==> config.mk <==
export PLATFORM = sky130hd
export DESIGN_NAME = stream_demux1to2_flat
export DESIGN_NICKNAME = d
export VERILOG_FILES = /design/src/rtl/stream_demux_pkg.sv /design/src/rtl/stream_demux1to2_if.sv /design/src/rtl/demux_out_slot.sv /design/src/rtl/stream_demux1to2.sv /design/src/flat_wrapper.sv
export SDC_FILE = /design/constraint.sdc
export NUM_CORES = 1
export LEC_CHECK = 0
export BUFFER_PORTS_ARGS = -buffer_cell sky130_fd_sc_hd__buf_2
export CAP_MARGIN = 0
export CORE_AREA = 10 10 82 102
export CTS_CLUSTER_DIAMETER = 60
export DETAILED_ROUTE_END_ITERATION = 6
export DIE_AREA = 0 0 92 112
export PLACE_DENSITY = 0.67
export SETUP_SLACK_MARGIN = 0.15
export SYNTH_ARGS = -nofsm -noshare
export SYNTH_HDL_FRONTEND = slang
export SYNTH_SLANG_ARGS = --single-unit
export TNS_END_PERCENT = 50
==> constraint.sdc <==
create_clock -name clk -period 3.6 [get_ports clk]
set_clock_uncertainty 0.2 [all_clocks]
set_input_delay 0.36 -clock clk [delete_from_list [all_inputs] [get_ports clk]]
set_output_delay 0.36 -clock clk [all_outputs]
set_load 0.02 [all_outputs]
==> src/rtl/stream_demux_pkg.sv <==
// ---------------------------------------------------------------------------
// stream_demux_pkg
// Shared definitions for the packet-aware 1-to-2 stream demultiplexer.
//   state_t          : routing FSM states (IDLE = waiting for a first beat,
//                      PKT = inside a multi-beat packet with a locked target)
//   OUT0 / OUT1      : encodings of the destination select bit
//   DATA_W_DEF       : default data bus width
//   CNT_W_DEF        : default width of the per-output packet counters
// ---------------------------------------------------------------------------
package stream_demux_pkg;

    typedef enum logic {
        IDLE = 1'b0,
        PKT  = 1'b1
    } state_t;

    localparam logic OUT0 = 1'b0;
    localparam logic OUT1 = 1'b1;

    localparam int DATA_W_DEF = 8;
    localparam int CNT_W_DEF  = 16;

endpackage

==> src/rtl/stream_demux1to2_if.sv <==
// ---------------------------------------------------------------------------
// stream_demux1to2_if
// Valid/ready stream bundle used on the input and both outputs of the
// demultiplexer.
//   data   : beat payload (DATA_W bits)
//   valid  : beat is present
//   last   : final beat of a packet
//   sel    : destination select on the input side; on an output it carries
//            the fixed index of that output
//   ready  : sink can take the beat this cycle
// Modports:
//   master : the side that produces beats (drives data/valid/last/sel)
//   slave  : the side that consumes beats (drives ready)
// ---------------------------------------------------------------------------
interface stream_demux1to2_if
    import stream_demux_pkg::*;
#(
    parameter int DATA_W = DATA_W_DEF
) ();

    logic [DATA_W-1:0] data;
    logic              valid;
    logic              last;
    logic              sel;
    logic              ready;

    modport master (
        output data,
        output valid,
        output last,
        output sel,
        input  ready
    );

    modport slave (
        input  data,
        input  valid,
        input  last,
        input  sel,
        output ready
    );

endinterface

==> src/rtl/demux_out_slot.sv <==
// ---------------------------------------------------------------------------
// demux_out_slot
// One-entry registered output stage. A loaded beat is presented on the next
// cycle and held stable until the sink shows ready. Loading while the held
// beat drains in the same cycle is allowed, so the stage sustains one beat
// per cycle; the parent only asserts load when the slot is empty or draining.
// Ports:
//   clk, rst_n  : clock, asynchronous active-low reset
//   load        : capture load_data/load_last this cycle
//   load_data   : incoming beat data
//   load_last   : incoming beat last marker
//   ready       : downstream sink ready
//   valid       : slot holds a beat
//   data, last  : held beat contents
//   empty       : slot holds no beat (inverse of valid)
// ---------------------------------------------------------------------------
module demux_out_slot
    import stream_demux_pkg::*;
#(
    parameter int DATA_W = DATA_W_DEF
) (
    input  logic              clk,
    input  logic              rst_n,
    input  logic              load,
    input  logic [DATA_W-1:0] load_data,
    input  logic              load_last,
    input  logic              ready,
    output logic              valid,
    output logic [DATA_W-1:0] data,
    output logic              last,
    output logic              empty
);

    // Slot register: a load wins over a drain, which lets a new beat replace
    // the one leaving in the same cycle. With no load, ready clears valid and
    // otherwise the beat is held. Data and last only change on a load so
    // they stay stable for as long as valid waits on the sink.
    always_ff @(posedge clk or negedge rst_n) begin
        if (!rst_n) begin
            valid <= 1'b0;
            data  <= '0;
            last  <= 1'b0;
        end else if (load) begin
            valid <= 1'b1;
            data  <= load_data;
            last  <= load_last;
        end else if (ready) begin
            valid <= 1'b0;
        end
    end

    assign empty = ~valid;

endmodule

==> src/rtl/stream_demux1to2.sv <==
// ---------------------------------------------------------------------------
// stream_demux1to2
// Packet-aware 1-to-2 stream demultiplexer. The destination is taken from
// in_sel on the first beat of a packet and locked until the packet's last
// beat, so a packet is never split across outputs. Each output has its own
// one-entry slot, and a completed-packet counter that advances when the
// last beat of a packet is accepted for that output.
// Ports:
//   clk, rst_n : clock, asynchronous active-low reset
//   in_if      : input stream (data, valid, last, sel in; ready out)
//   out0_if    : output 0 stream (data, valid, last out; ready in)
//   out1_if    : output 1 stream (data, valid, last out; ready in)
//   busy       : a multi-beat packet is mid-flight
//   pkt_cnt0   : packets completed to output 0 (wraps)
//   pkt_cnt1   : packets completed to output 1 (wraps)
// ---------------------------------------------------------------------------
module stream_demux1to2
    import stream_demux_pkg::*;
#(
    parameter int DATA_W = DATA_W_DEF,
    parameter int CNT_W  = CNT_W_DEF
) (
    input  logic                clk,
    input  logic                rst_n,
    stream_demux1to2_if.slave   in_if,
    stream_demux1to2_if.master  out0_if,
    stream_demux1to2_if.master  out1_if,
    output logic                busy,
    output logic [CNT_W-1:0]    pkt_cnt0,
    output logic [CNT_W-1:0]    pkt_cnt1
);

    localparam logic [CNT_W-1:0] CNT_ONE = {{(CNT_W-1){1'b0}}, 1'b1};

    state_t state;
    logic   sel_q;
    logic   tgt;
    logic   tgt_free;
    logic   accept;
    logic   load0;
    logic   load1;
    logic   empty0;
    logic   empty1;

    // Target selection and input readiness. Only the targeted slot decides
    // whether the input can move, so a stalled sink on the other output never
    // blocks traffic. The sink ready feeds straight through to in_ready so a
    // full slot that is draining this cycle can still take a new beat.
    always_comb begin
        tgt      = OUT0;
        tgt_free = 1'b0;
        if (state == IDLE) begin
            tgt = in_if.sel;
        end else begin
            tgt = sel_q;
        end
        if (tgt == OUT1) begin
            tgt_free = empty1 | out1_if.ready;
        end else begin
            tgt_free = empty0 | out0_if.ready;
        end
    end

    // in_ready is held low while reset is applied.
    assign in_if.ready = rst_n & tgt_free;
    assign accept      = in_if.valid & in_if.ready;
    assign load0       = accept & (tgt == OUT0);
    assign load1       = accept & (tgt == OUT1);

    // Each output reports its own index on the sel lane of its bundle.
    assign out0_if.sel = OUT0;
    assign out1_if.sel = OUT1;

    // Packet-tracking FSM. A non-last first beat locks the destination and
    // enters PKT; the last beat of that packet returns to IDLE. Single-beat
    // packets never leave IDLE. busy is registered alongside the state so it
    // mirrors PKT without a decode after the flop.
    always_ff @(posedge clk or negedge rst_n) begin
        if (!rst_n) begin
            state <= IDLE;
            sel_q <= OUT0;
            busy  <= 1'b0;
        end else if (accept) begin
            case (state)
                IDLE: begin
                    if (!in_if.last) begin
                        state <= PKT;
                        sel_q <= in_if.sel;
                        busy  <= 1'b1;
                    end
                end
                PKT: begin
                    if (in_if.last) begin
                        state <= IDLE;
                        busy  <= 1'b0;
                    end
                end
                default: begin
                    state <= IDLE;
                    busy  <= 1'b0;
                end
            endcase
        end
    end

    // Packet counters advance when a last beat is accepted toward their
    // output, not when it later leaves the slot. They wrap freely.
    always_ff @(posedge clk or negedge rst_n) begin
        if (!rst_n) begin
            pkt_cnt0 <= '0;
            pkt_cnt1 <= '0;
        end else begin
            if (load0 && in_if.last) begin
                pkt_cnt0 <= pkt_cnt0 + CNT_ONE;
            end
            if (load1 && in_if.last) begin
                pkt_cnt1 <= pkt_cnt1 + CNT_ONE;
            end
        end
    end

    demux_out_slot #(
        .DATA_W (DATA_W)
    ) u_slot0 (
        .clk       (clk),
        .rst_n     (rst_n),
        .load      (load0),
        .load_data (in_if.data),
        .load_last (in_if.last),
        .ready     (out0_if.ready),
        .valid     (out0_if.valid),
        .data      (out0_if.data),
        .last      (out0_if.last),
        .empty     (empty0)
    );

    demux_out_slot #(
        .DATA_W (DATA_W)
    ) u_slot1 (
        .clk       (clk),
        .rst_n     (rst_n),
        .load      (load1),
        .load_data (in_if.data),
        .load_last (in_if.last),
        .ready     (out1_if.ready),
        .valid     (out1_if.valid),
        .data      (out1_if.data),
        .last      (out1_if.last),
        .empty     (empty1)
    );

endmodule

==> src/flat_wrapper.sv <==
// flat-port wrapper written by rule: the top's interface ports become plain ports
module stream_demux1to2_flat import stream_demux_pkg::*;
#(
    parameter int DATA_W = DATA_W_DEF,
    parameter int CNT_W  = CNT_W_DEF
)
  (clk, rst_n, busy, pkt_cnt0, pkt_cnt1, in_if_data, in_if_valid, in_if_last, in_if_sel, in_if_ready, out0_if_data, out0_if_valid, out0_if_last, out0_if_sel, out0_if_ready, out1_if_data, out1_if_valid, out1_if_last, out1_if_sel, out1_if_ready);
  stream_demux1to2_if #(.DATA_W(DATA_W)) in_if_i ();
  stream_demux1to2_if #(.DATA_W(DATA_W)) out0_if_i ();
  stream_demux1to2_if #(.DATA_W(DATA_W)) out1_if_i ();
  input  logic clk;
  input  logic rst_n;
  output logic busy;
  output logic [CNT_W-1:0] pkt_cnt0;
  output logic [CNT_W-1:0] pkt_cnt1;
  input wire logic [$bits(in_if_i.data)-1:0] in_if_data;
  input wire logic [$bits(in_if_i.valid)-1:0] in_if_valid;
  input wire logic [$bits(in_if_i.last)-1:0] in_if_last;
  input wire logic [$bits(in_if_i.sel)-1:0] in_if_sel;
  output wire logic [$bits(in_if_i.ready)-1:0] in_if_ready;
  output wire logic [$bits(out0_if_i.data)-1:0] out0_if_data;
  output wire logic [$bits(out0_if_i.valid)-1:0] out0_if_valid;
  output wire logic [$bits(out0_if_i.last)-1:0] out0_if_last;
  output wire logic [$bits(out0_if_i.sel)-1:0] out0_if_sel;
  input wire logic [$bits(out0_if_i.ready)-1:0] out0_if_ready;
  output wire logic [$bits(out1_if_i.data)-1:0] out1_if_data;
  output wire logic [$bits(out1_if_i.valid)-1:0] out1_if_valid;
  output wire logic [$bits(out1_if_i.last)-1:0] out1_if_last;
  output wire logic [$bits(out1_if_i.sel)-1:0] out1_if_sel;
  input wire logic [$bits(out1_if_i.ready)-1:0] out1_if_ready;
  assign in_if_i.data = in_if_data;
  assign in_if_i.valid = in_if_valid;
  assign in_if_i.last = in_if_last;
  assign in_if_i.sel = in_if_sel;
  assign in_if_ready = in_if_i.ready;
  assign out0_if_data = out0_if_i.data;
  assign out0_if_valid = out0_if_i.valid;
  assign out0_if_last = out0_if_i.last;
  assign out0_if_sel = out0_if_i.sel;
  assign out0_if_i.ready = out0_if_ready;
  assign out1_if_data = out1_if_i.data;
  assign out1_if_valid = out1_if_i.valid;
  assign out1_if_last = out1_if_i.last;
  assign out1_if_sel = out1_if_i.sel;
  assign out1_if_i.ready = out1_if_ready;
  stream_demux1to2 #(.DATA_W(DATA_W), .CNT_W(CNT_W)) u_core (.clk(clk), .rst_n(rst_n), .in_if(in_if_i), .out0_if(out0_if_i), .out1_if(out1_if_i), .busy(busy), .pkt_cnt0(pkt_cnt0), .pkt_cnt1(pkt_cnt1));
endmodule
# [Word level (Yosys, flattened, before mapping)]
# Index checks and enable logic that the tools add are counted.
[word_totals] romBits=0 out_inout_bits=56 latchBits=0 n_memories=0 wordCells=42 ff_bits=55 ram_bits=0 inputBits=15
[op_classes] reduce_logical=6 n_mul=0 shift=0 bitwise_logic=11 n_eq_ne=2 addsub=2 magnitude_cmp=0 n_div=0 mux=10
[op_table] operator="adder 16 x 1 -> 16 bit (second input constant)" count=2
[op_table] operator="2-to-1 mux 1 bit" count=9
[op_table] operator="AND reduction 3 bit" count=2
[op_table] operator="NOT 1 bit" count=5
[op_table] operator="AND 1 bit" count=4
[op_table] operator="!= test 2 bit (second input constant)" count=2
[op_table] operator="nonzero test 2 bit" count=2
[op_table] operator="logical AND 1 bit" count=2
[op_table] operator="bitwise OR 1 bit" count=2
[op_table] operator="case mux 1 bit (2 select lines)" count=1

# [Longest topological paths before layout]
[logic_depth] word_depth=7 ltp_mapped=5 ltp_nobuf=5

# [Hierarchy]
# Synthesis repeated with hierarchy kept, for this count alone.
[hier_totals] cells_unflattened=184 area_unflattened_um2=2499.9
[modules_own_cells] mod="stream_demux1to2" seq_area_each_um2=875.8 cells_per_inst=140 area_each_um2=1684.1 n_inst=1
[modules_own_cells] mod="demux_out_slot" seq_area_each_um2=250.2 cells_per_inst=22 area_each_um2=407.9 n_inst=2

# [Worst setup path before layout]
# OpenSTA, ideal clock, no wires.
[synth_path] kind="register -> output" start="register u_core.state" end="output in_if_ready" slack_ns=1.631 path_buffers=0 t_arrival_ns=1.409 t_required_ns=3.040 path_stages_with_launch=4 path_cell_list="dfrtp_1 > mux2i_2 > mux2i_1 > and2_1"
[synth_via] elab_chain_len=3
[synth_lines] item="start: declaration" line_no="stream_demux1to2.sv:35" rtl="state_t state;"
[synth_lines] item="start signal: assignment" line_no="stream_demux1to2.sv:80" rtl="state <= IDLE;"
[synth_lines] item="start signal: assignment" line_no="stream_demux1to2.sv:87" rtl="state <= PKT;"
[synth_lines] item="start signal: assignment" line_no="stream_demux1to2.sv:94" rtl="state <= IDLE;"
[synth_lines] item="2-to-1 mux 1 bit" line_no="stream_demux1to2.sv:52" rtl="if (state == IDLE) begin"
[synth_lines] item="2-to-1 mux 1 bit" line_no="stream_demux1to2.sv:57" rtl="if (tgt == OUT1) begin"
[synth_lines] item="AND 1 bit" line_no="stream_demux1to2.sv:65" rtl="assign in_if.ready = rst_n & tgt_free;"
[synth_lines] item="end: declaration" line_no="flat_wrapper.sv:20" rtl="output wire logic [$bits(in_if_i.ready)-1:0] in_if_ready;"
# No other way between the ends.

# [Final worst setup path]
# Ends and elaborated chain as after synthesis.

==> results.cfg <==
[finish]
diodes = 0
layout.nets = 281
layout-drive-gt1-share = 0.4015
syn2layout_area_growth_pct = 23.05

[clock_network]
htreeDepth = 2
cts_hold_buf = 0
tritoncts = done
clk_path_buf_depth = 2
ctsResizeCount = 0
cts_sinks = 55
clockRootBuffer = clkbuf_8
clk_latency_ns = 0.30
path_clk_slew_ns = 0.09
post-cts-setup-buffers = 0
cts_made_buffers = 5

[placed_design]
pre_cts_slack_ns = 1.443
dp_hpwl_microns = 4000
io_buffer_count = 68
place.gp.congestion = 0.7478

[yosys]
synthDistinctLibCells = 29
ys_ff_latch = 55
syn_area_per_cell_sq_um = 12.74
yosysWarnings = 0
syn-num-nets = 208
synthCells = 190
synth_seq_area_share = 0.5685
synth_area_sq_mm = 0.002421

[floorplan]
design.portCount = 71
die_area_sq_mm = 0.01030
start_util = 0.3759
die_w_microns = 92
die-height_microns = 112
design.core.area_sq_mm = 0.006441
core.rowCount = 33

[grt]
grt_pass1_wl_microns = 9087
first_global_vias = 1802
grt_overflow_total = 0
grt_max_degree = 57
track_usage = 0.1066
antenna_found_initial = 0

[pwr]
power.density_mw_per_mm2 = 638.5
power.leakage_nw = 1.480
peakVddDrop_uv = 355.7

[route]
ant_nets = 0
vias = 1658
drc = 0
drt_first_iter_violations = 116
first_pass_iters = 4
wl_per_cell_microns = 14.99
totalWireLength_microns = 5261
viasPerCell = 4.724

[status]
status = completed

[timing]
setup_tns_ns = 0
final-setup-viol-count = 0
max_freq_mhz = 407.8
drv_slew = 0
worst_slack_ns = 1.148
worstMarginPinSlew_ns = 0.6839
finalCriticalPeriod_ns = 2.452
slew_headroom = 0.5440
final-hold-violation-count = 0
rsz0062_at_grt = no
period_share = 0.6812

[setup_path]
cp_cell_sequence = mux2i_2 -> mux2i_1 -> and2_1 -> buf_2
max_stage_delay_ns = 0.46
crit_path_start_kind = flip-flop
crit_path_top_delay_cell = mux2i_2
endpoint_kind = primary output
crit_type = reg -> out
critPathMaxFanout = 5
required_ns = 3.04
arrival_ns = 1.89

[min_path]
min-delay-path-class = in -> async

[flow_run]
cap_violations = 0
-- metal layers --
| layer | GRT usage | wire, microns | up-vias | part of all wire |
|---|---|---|---|---|
| li1 | - | - | 801 | - |
| met3 | 0.03427 | 300 | 6 | 0.057 |
| met5 | 0 | 0 | - | 0 |
| met4 | 0.03711 | 80 | 0 | 0.015 |
| met2 | 0.1736 | 2600 | 46 | 0.49 |
| met1 | 0.1286 | 2280 | 805 | 0.43 |
-- stage by stage --
step	area, sq um	hold slack [ns]	utilization	total power, W	instances
final	2979	0.03013	0.4625	0.001902	351
after floorplan	2421	-0.1356	-	0.001274	190
after global routing	2979	0.08997	0.4625	0.002028	351
after global placement	2861	0.2501	0.4443	0.001504	343
after detailed placement	2861	0.2589	0.4443	0.001517	343
after CTS	2979	0.06323	0.4625	0.001941	351
-- sequential cells by signal, summed over array words and instances, names as in the netlist, 8 cells and up --
register             flops
u_core.u_slot1.data      8
u_core.pkt_cnt1         16
u_core.pkt_cnt0         16
u_core.u_slot0.data      8
-- logic make-up (layout without fill, tap and decap cells) --
kind of cell,Yosys count,in the layout,share of synthesized area
mux,23,23,0.1085
compound gates,3,3,0.006200
buf+inv,8,82,0.01601
other cells,2,2,0.003102
fa+ha+maj,3,3,0.01551
simple gates,66,66,0.1737
flops,55,55,0.5685
xor+xnor,30,30,0.1085
-- power breakdown --
part	total (W)	internal [W]	switching [W]
clock	0.000415	0.000225	0.000190
sequential	0.000872	0.000767	0.000105
combinational	0.000616	0.000244	0.000371
-- cells in the mapped netlist (all sizes together) --
cell | n | area, sq um
dfrtp | 55 | 1376
xnor2 | 24 | 210.2
mux2 | 20 | 229.0
nand2 | 15 | 58.81
nand4 | 13 | 81.33
and3 | 9 | 56.30
nand3 | 9 | 45.04
nor3 | 6 | 46.30
xor2 | 6 | 52.55
inv | 4 | 15.01
and2 | 3 | 18.77
buf | 3 | 20.01
ha | 3 | 37.54
mux2i | 3 | 33.78
nor4 | 3 | 63.81
o21ai | 3 | 15.01
and4 | 2 | 17.52
conb | 2 | 7.510
nor2 | 2 | 7.510
nor2b | 2 | 12.51
clkbuf | 1 | 3.750
nand2b | 1 | 6.260
or2 | 1 | 6.260
-- path summary, 6_finish.rpt --
| check | startpoint | to | slack (ns) | depth (start not counted) |
|---|---|---|---|---|
| worst max-delay path | u_core.state$_DFFE_PN0N_ | in_if_ready | 1.15 | 4 |
| worst min-delay path | rst_n | u_core.pkt_cnt1[7]$_DFFE_PN0P_ | 0.03 | 2 |
| worst max register to register | u_core.state$_DFFE_PN0N_ | u_core.pkt_cnt0[1]$_DFFE_PN0P_ | 1.62 | 5 |
| worst min register to register | u_core.pkt_cnt0[15]$_DFFE_PN0P_ | u_core.pkt_cnt0[15]$_DFFE_PN0P_ | 0.26 | 1 |
| max in group asynchronous | rst_n | u_core.sel_q$_DFFE_PN0P_ | 2.72 | 2 |
| min in group clk | in_if_data[5] | u_core.u_slot0.data[5]$_DFFE_PN0P_ | 0.10 | 2 |
-- cell type report --
class                   count  area (sq um)
multi-input cells         127          1006
clock inverters             2         35.03
fillers                   606          3462
inverters                   4         15.01
flip-flops and latches     55          1376
well taps                  87         108.9
repair buffers             70         355.3
clock buffers               6         82.58
-- placed cells by master (no fill, tap or decap), types with 2 or more instances in the layout --
master / synthesis / routed
nor4_4: 3 / 3
dfrtp_1: 55 / 55
nor2b_1: 2 / 2
nand2_1: 14 / 14
mux2i_1: 2 / 2
and4_1: 2 / 2
nor3_1: 4 / 4
mux2_2: 19 / 19
buf_2: 1 / 68
nand4_1: 13 / 13
and3_1: 9 / 9
buf_4: 2 / 2
xnor2_1: 24 / 24
xor2_1: 6 / 6
clkbuf_8: 0 / 6
conb_1: 2 / 2
nand3_1: 9 / 9
and2_1: 3 / 3
o21ai_0: 3 / 3
ha_1: 3 / 3
nor2_1: 2 / 2
inv_1: 4 / 4
-- critical path, delay by kind of cell (launching register included) --
family        cells  cell delay [ns]
simple gates      1             0.19
mux               2             0.81
flops             1             0.42
buf+inv           1             0.17
Note: power is estimated with default switching activity, not from simulation.
